## src/rtl/alu_issue_ctrl_pkg.sv

```systemverilog
// Shared opcode indices, state encoding and helpers for the ALU issue controller
// and any control-unit logic that decodes the same opcode space.
package alu_issue_ctrl_pkg;

  localparam int SIG_COUNT_DEF = 12;

  localparam int unsigned OP_ADD = 0;
  localparam int unsigned OP_SUB = 1;
  localparam int unsigned OP_MUL = 2;
  localparam int unsigned OP_DIV = 3;
  localparam int unsigned OP_SHR = 4;
  localparam int unsigned OP_SHL = 5;
  localparam int unsigned OP_ROR = 6;
  localparam int unsigned OP_ROL = 7;
  localparam int unsigned OP_AND = 8;
  localparam int unsigned OP_OR  = 9;
  localparam int unsigned OP_NEG = 10;
  localparam int unsigned OP_NOT = 11;

  typedef enum logic [1:0] {
    S_IDLE = 2'd0,
    S_EXEC = 2'd1,
    S_DONE = 2'd2
  } state_e;

  // Multiply and divide are the only multi-cycle operations.
  function automatic logic is_muldiv(input int unsigned op);
    return (op == OP_MUL) || (op == OP_DIV);
  endfunction

endpackage

```

## src/rtl/alu_issue_ctrl_if.sv

```systemverilog
// Request, ALU and result-bus signals of the issue controller; the controller
// takes the slave view, the control unit / ALU / consumer side the master view.
interface alu_issue_ctrl_if #(
  parameter int BITS      = 32,
  parameter int SIG_COUNT = 12,
  parameter int OP_BITS   = 4
);
  logic                 op_valid;
  logic                 op_ready;
  logic [OP_BITS-1:0]   opcode;
  logic [BITS-1:0]      x_in;
  logic [BITS-1:0]      y_in;
  logic [SIG_COUNT-1:0] alu_ctrl;
  logic [BITS-1:0]      alu_x;
  logic [BITS-1:0]      alu_y;
  logic [2*BITS-1:0]    alu_result;
  logic [BITS-1:0]      z_hi;
  logic [BITS-1:0]      z_lo;
  logic                 res_valid;
  logic                 res_ready;
  logic                 op_err;

  modport master (
    output op_valid, opcode, x_in, y_in, alu_result, res_ready,
    input  op_ready, alu_ctrl, alu_x, alu_y, z_hi, z_lo, res_valid, op_err
  );

  modport slave (
    input  op_valid, opcode, x_in, y_in, alu_result, res_ready,
    output op_ready, alu_ctrl, alu_x, alu_y, z_hi, z_lo, res_valid, op_err
  );
endinterface

```

## src/rtl/alu_issue_ctrl_encoder.sv

```systemverilog
// Binary opcode to one-hot ALU control, with a flag for indices beyond the
// control vector. Purely combinational so the control unit can reuse it.
module alu_op_encoder #(
  parameter int OP_BITS   = 4,
  parameter int SIG_COUNT = 12
) (
  input  logic [OP_BITS-1:0]   opcode,
  output logic [SIG_COUNT-1:0] onehot,
  output logic                 out_of_range
);
  localparam logic [OP_BITS:0] LIMIT = (OP_BITS + 1)'(SIG_COUNT);

  always_comb begin
    // NOTE: every output of a combinational block gets a default first so no
    // path through it can leave a latch behind.
    onehot       = '0;
    out_of_range = ({1'b0, opcode} >= LIMIT);
    for (int i = 0; i < SIG_COUNT; i++) begin
      onehot[i] = !out_of_range && (opcode == OP_BITS'(i));
    end
  end
endmodule

```

## src/rtl/alu_issue_ctrl.sv

```systemverilog
// Issues one ALU operation at a time: drives one-hot control and operands for
// the operation's latency, captures the double-width result into Z, hands it off.
module alu_issue_ctrl
  import alu_issue_ctrl_pkg::*;
#(
  parameter int BITS       = 32,
  parameter int SIG_COUNT  = SIG_COUNT_DEF,
  parameter int OP_BITS    = 4,
  parameter int MULDIV_LAT = 4
) (
  input logic             clk,
  input logic             clr,
  alu_issue_ctrl_if.slave bus
);
  localparam int CNT_W = $clog2(MULDIV_LAT + 1);

  state_e               r_state;
  state_e               w_state_nxt;
  logic [CNT_W-1:0]     r_cnt;
  logic [SIG_COUNT-1:0] r_ctrl;
  logic [BITS-1:0]      r_x;
  logic [BITS-1:0]      r_y;
  logic [BITS-1:0]      r_z_hi;
  logic [BITS-1:0]      r_z_lo;
  logic                 r_op_err;
  logic [SIG_COUNT-1:0] w_onehot;
  logic                 w_oor;
  logic                 w_accept;
  logic                 w_load;
  logic                 w_capture;

  alu_op_encoder #(
    .OP_BITS   (OP_BITS),
    .SIG_COUNT (SIG_COUNT)
  ) u_op_encoder (
    .opcode       (bus.opcode),
    .onehot       (w_onehot),
    .out_of_range (w_oor)
  );

  always_comb begin
    w_state_nxt = r_state;
    w_accept    = 1'b0;
    w_load      = 1'b0;
    w_capture   = 1'b0;
    unique case (r_state)
      S_IDLE: begin
        w_accept = bus.op_valid;
        if (bus.op_valid && !w_oor) begin
          w_load      = 1'b1;
          w_state_nxt = S_EXEC;
        end
      end
      S_EXEC: begin
        if (r_cnt == CNT_W'(1)) begin
          w_capture   = 1'b1;
          w_state_nxt = S_DONE;
        end
      end
      S_DONE: begin
        if (bus.res_ready) w_state_nxt = S_IDLE;
      end
      default: w_state_nxt = S_IDLE;
    endcase
  end

  // NOTE: sequential state uses non-blocking assignments so every register
  // samples the pre-edge values of its neighbours.
  always_ff @(posedge clk or posedge clr) begin
    if (clr) r_state <= S_IDLE;
    else     r_state <= w_state_nxt;
  end

  always_ff @(posedge clk or posedge clr) begin
    if (clr) begin
      r_cnt    <= '0;
      r_ctrl   <= '0;
      r_x      <= '0;
      r_y      <= '0;
      r_z_hi   <= '0;
      r_z_lo   <= '0;
      r_op_err <= 1'b0;
    end else begin
      r_op_err <= w_accept && w_oor;
      if (w_accept) begin
        r_x <= bus.x_in;
        r_y <= bus.y_in;
      end
      if (w_load) begin
        r_ctrl <= w_onehot;
        r_cnt  <= is_muldiv(32'(bus.opcode)) ? CNT_W'(MULDIV_LAT) : CNT_W'(1);
      end else if (r_state == S_EXEC) begin
        r_cnt <= r_cnt - CNT_W'(1);
      end
      // Capture edge: control drops with the same edge that latches the result.
      if (w_capture) begin
        r_ctrl <= '0;
        r_z_hi <= bus.alu_result[2*BITS-1:BITS];
        r_z_lo <= bus.alu_result[BITS-1:0];
      end
    end
  end

  // op_ready is gated by clr directly so it drops without waiting for an edge.
  assign bus.op_ready  = (r_state == S_IDLE) && !clr;
  assign bus.res_valid = (r_state == S_DONE);
  assign bus.alu_ctrl  = r_ctrl;
  assign bus.alu_x     = r_x;
  assign bus.alu_y     = r_y;
  assign bus.z_hi      = r_z_hi;
  assign bus.z_lo      = r_z_lo;
  assign bus.op_err    = r_op_err;
endmodule
```

## src/flat_wrapper.sv

```systemverilog
// flat-port wrapper written by rule: the top's interface ports become plain ports
module alu_issue_ctrl_flat import alu_issue_ctrl_pkg::*;
#(
  parameter int BITS       = 32,
  parameter int SIG_COUNT  = SIG_COUNT_DEF,
  parameter int OP_BITS    = 4,
  parameter int MULDIV_LAT = 4
)
  (clk, clr, bus_op_valid, bus_opcode, bus_x_in, bus_y_in, bus_alu_result, bus_res_ready, bus_op_ready, bus_alu_ctrl, bus_alu_x, bus_alu_y, bus_z_hi, bus_z_lo, bus_res_valid, bus_op_err);
  alu_issue_ctrl_if #(.BITS(BITS), .SIG_COUNT(SIG_COUNT), .OP_BITS(OP_BITS)) bus_i ();
  input logic clk;
  input logic clr;
  input wire logic [$bits(bus_i.op_valid)-1:0] bus_op_valid;
  input wire logic [$bits(bus_i.opcode)-1:0] bus_opcode;
  input wire logic [$bits(bus_i.x_in)-1:0] bus_x_in;
  input wire logic [$bits(bus_i.y_in)-1:0] bus_y_in;
  input wire logic [$bits(bus_i.alu_result)-1:0] bus_alu_result;
  input wire logic [$bits(bus_i.res_ready)-1:0] bus_res_ready;
  output wire logic [$bits(bus_i.op_ready)-1:0] bus_op_ready;
  output wire logic [$bits(bus_i.alu_ctrl)-1:0] bus_alu_ctrl;
  output wire logic [$bits(bus_i.alu_x)-1:0] bus_alu_x;
  output wire logic [$bits(bus_i.alu_y)-1:0] bus_alu_y;
  output wire logic [$bits(bus_i.z_hi)-1:0] bus_z_hi;
  output wire logic [$bits(bus_i.z_lo)-1:0] bus_z_lo;
  output wire logic [$bits(bus_i.res_valid)-1:0] bus_res_valid;
  output wire logic [$bits(bus_i.op_err)-1:0] bus_op_err;
  assign bus_i.op_valid = bus_op_valid;
  assign bus_i.opcode = bus_opcode;
  assign bus_i.x_in = bus_x_in;
  assign bus_i.y_in = bus_y_in;
  assign bus_i.alu_result = bus_alu_result;
  assign bus_i.res_ready = bus_res_ready;
  assign bus_op_ready = bus_i.op_ready;
  assign bus_alu_ctrl = bus_i.alu_ctrl;
  assign bus_alu_x = bus_i.alu_x;
  assign bus_alu_y = bus_i.alu_y;
  assign bus_z_hi = bus_i.z_hi;
  assign bus_z_lo = bus_i.z_lo;
  assign bus_res_valid = bus_i.res_valid;
  assign bus_op_err = bus_i.op_err;
  alu_issue_ctrl #(.BITS(BITS), .SIG_COUNT(SIG_COUNT), .OP_BITS(OP_BITS), .MULDIV_LAT(MULDIV_LAT)) u_core (.clk(clk), .clr(clr), .bus(bus_i));
endmodule
```

## config.mk

```make
export PLATFORM = sky130hd
export DESIGN_NAME = alu_issue_ctrl_flat
export DESIGN_NICKNAME = d
export VERILOG_FILES = /design/src/rtl/alu_issue_ctrl_pkg.sv /design/src/rtl/alu_issue_ctrl_if.sv /design/src/rtl/alu_issue_ctrl_encoder.sv /design/src/rtl/alu_issue_ctrl.sv /design/src/flat_wrapper.sv
export SDC_FILE = /design/constraint.sdc
export NUM_CORES = 1
export LEC_CHECK = 0
export ABC_AREA = 1
export CAP_MARGIN = 10
export CORE_ASPECT_RATIO = 1.5
export CORE_MARGIN = 5
export CORE_UTILIZATION = 44
export CTS_BUF_LIST = sky130_fd_sc_hd__clkbuf_16
export CTS_CLUSTER_DIAMETER = 40
export CTS_CLUSTER_SIZE = 8
export DETAILED_ROUTE_END_ITERATION = 8
export PLACE_DENSITY = 0.95
export SLEW_MARGIN = 5
export SYNTH_ARGS = -nofsm -noshare
export SYNTH_HDL_FRONTEND = slang
export SYNTH_SLANG_ARGS = --single-unit
```

## constraint.sdc

```tcl
create_clock -name clk -period 6.9 [get_ports clk]
set_clock_uncertainty 0.1 [all_clocks]
set_input_delay 1.035 -clock clk [delete_from_list [all_inputs] [get_ports clk]]
set_output_delay 1.035 -clock clk [all_outputs]
set_load 0.03 [all_outputs]
```

==> flow_summary.yaml <==
outcome:
  status: "complete, no violations"
global_route:
  grtUsageMet3: 0.0871
  grtUsageMet2: 0.387
  grt.busiest_layer: "met2"
  grt_pass1_vias: 5524
  grt_pass1_wl_um: 28000
  grt-ovfl-total: 0
  grt_start_max_net_pins: 81
  antenna_found_initial: 0
  met1_usage: 0.256
  gr-usage-all-layers: 0.225
cts:
  clockRootBuffer: "clkbuf_16"
  worstSkewPairLatency_ns: 0.40
  hold_buffers: 0
  cts_tree: "done"
  htreeDepth: 4
  clk_pin_slew_worst_paths_ns: 0.06
  ctsResizeCount: 0
  numCtsBuffers: 17
  cts_buffer_depth: 2
  clkSinkCount: 146
  postCtsSetupRepairBufs: 0
detailed_routing:
  dr.pass1.iters: 4
  wl_um: 17700
  ant_nets: 0
  drtIter0Drc: 235
  viasPerCell: 4.91
  wire_per_inst_um: 16.2
  drc: 0
  vias: 5349
worst_setup_path:
  worstPathRequired_ns: 5.76
  worstPathArrival_ns: 2.44
  start_kind: "primary input"
  worstSetupPathType: "primary input to primary output"
  cp-end-kind: "primary output"
  worstPathMaxFanout: 2
synthesis:
  ys_seq_elements: 146
  syn_area_sq_um: 5810
  yosys_warnings: 0
  syn-num-nets: 791
  avgSynthCellArea_sq_um: 8.89
  syn_inst: 653
  ys_types: 20
  ys_seq_area_frac: 0.629
power:
  swShare: 0.443
  power_frac_clock: 0.184
  comb_power_share: 0.515
  power_switching_mw: 2.19
  pwr_density_cell_nw_per_um2: 536
  vdd_drop_max_uv: 293
  leakage_nw: 4.50
  seq_power_share: 0.301
  p_int_mw: 2.75
floorplan:
  core_sq_um: 13000
  num_io_pins: 279
  die_h_um: 151
  dieArea_sq_um: 15600
  die_w_um: 104
  initial_core_util: 0.448
  fp-row-count: 51
placement:
  place_congestion: 0.769
  port_buffers: 278
  place_hpwl_um: 12700
sta:
  setup_viol: 0
  fin_crit_sh: 0.519
  report.final.hold_viol_count: 0
  tns_ns: 0
  layout_min_cycle_time_ns: 3.58
  fmax_mhz: 279
  drv_slew: 0
  slew_headroom: 0.286
  rsz0062_at_grt: "no"
  max_slew.worst_pin.slew_ns: 1.07
cells_and_area:
  antennaDiodeCount: 0
  final_core_util: 0.710
  syn2layout_area_growth_pct: 58.4
  final_nets: 1056
  drive_above_1_share: 0.0473
run:
  maxCapViolCount: 0
worst_hold_path:
  hold_path_class: "flip-flop to flip-flop"
-- layout make-up --
class	count	area, sq um
clock buffer	17	425
clock inverter	15	159
fill	933	3750
inverter	15	61.3
multi-input combinational	455	1880
sequential	146	3650
tap	159	199
timing repair buffer	283	2820
-- critical path: stages --
cell and delay, ns:
clkdlybuf4s50_1 0.49, nor3_1 0.20, clkdlybuf4s50_1 0.72
-- synthesized netlist by cell type (all sizes together) --
cell type	n	area, sq um
o22ai	1	6.26
o31ai	4	30.0
inv	15	56.3
nand3	79	400
nor2	13	53.8
nand2	348	1310
nor3	1	5.00
nand4	1	6.26
dfrtp	146	3650
o21ai	6	30.0
clkbuf	7	26.3
ha	2	25.0
buf	30	206
-- placed cells by master, fill, tap and decap left out, types with 2 or more instances in the layout --
cell             Yosys  final
buf_4               10      5
bufinv_16            0      2
clkbuf_16            0     17
clkdlybuf4s50_1      0    278
clkinv_4             0      6
dfrtp_1            146    146
ha_1                 2      2
inv_1               13     13
inv_2                2      2
inv_6                0      4
nand2_1            347    346
nand2_2              1      2
nand3_1             78     78
nor2_1              11     10
nor2_4               0      2
o21ai_0              2      2
o21ai_1              4      4
o31ai_1              4      4
-- metrics by stage --
step	setup WS (ns)	cell area [sq um]	hold slack (ns)	power [mW]	cells
3_3_place_gp	3.34	8610	0.352	3.98	1058
5_1_grt	3.24	9200	0.382	5.22	1090
3_5_place_dp	3.31	8610	0.357	4.05	1058
6_report	3.32	9200	0.369	4.93	1090
2_1_floorplan	1.84	5810	0.391	2.99	653
4_1_cts	3.30	9200	0.372	4.98	1090
-- layer usage --
metal | share of wire | up-vias
met3 | 0.097 | 28
met1 | 0.38 | 2507
met4 | 0.024 | 0
li1 | - | 2564
met2 | 0.50 | 250
met5 | 0 | -
-- path summary, 6_finish.rpt --
kind	endpoint	slack, ns	from	depth (start not counted)
setup reg to reg	u_core.bus.alu_ctrl[4]$_DFFE_PP0P_	4.30	u_core.r_cnt[1]$_DFFE_PP0P_	9
hold reg to reg	u_core.bus.z_hi[4]$_DFFE_PP0P_	0.37	u_core.bus.z_hi[4]$_DFFE_PP0P_	2
min in group asynchronous	u_core.bus.z_lo[18]$_DFFE_PP0P_	1.08	clr	2
hold / removal	u_core.bus.z_hi[4]$_DFFE_PP0P_	0.37	u_core.bus.z_hi[4]$_DFFE_PP0P_	2
max in group asynchronous	u_core.bus.alu_x[14]$_DFFE_PP0P_	4.32	clr	3
setup / recovery	bus_op_ready	3.32	clr	3
-- cells by family (layout without fill, tap and decap cells) --
group	count (synthesis)	after routing	share of synthesized area
simple gates	442	442	0.305
flops	146	146	0.629
buf+inv	52	330	0.0498
compound gates	11	11	0.0114
fa+ha+maj	2	2	0.00431
-- sequential cells by signal, indices dropped and copies added (netlist names) --
register / count
u_core.r_cnt: 3
u_core.r_state: 2
u_core.bus.z_hi: 32
u_core.bus.alu_x: 32
u_core.bus.alu_ctrl: 12
u_core.bus.op_err: 1
u_core.bus.z_lo: 32
u_core.bus.alu_y: 32
-- power by group through the flow --
stage / sequential [mW] / clock, mW / combinational (mW)
after global routing: 1.53 / 0.959 / 2.73
after global placement: 1.47 / 0 / 2.51
final: 1.49 / 0.908 / 2.54
after floorplan: 2.23 / 0 / 0.761
after detailed placement: 1.49 / 0 / 2.56
after CTS: 1.49 / 0.925 / 2.57
(Power assumes the default switching activity.)
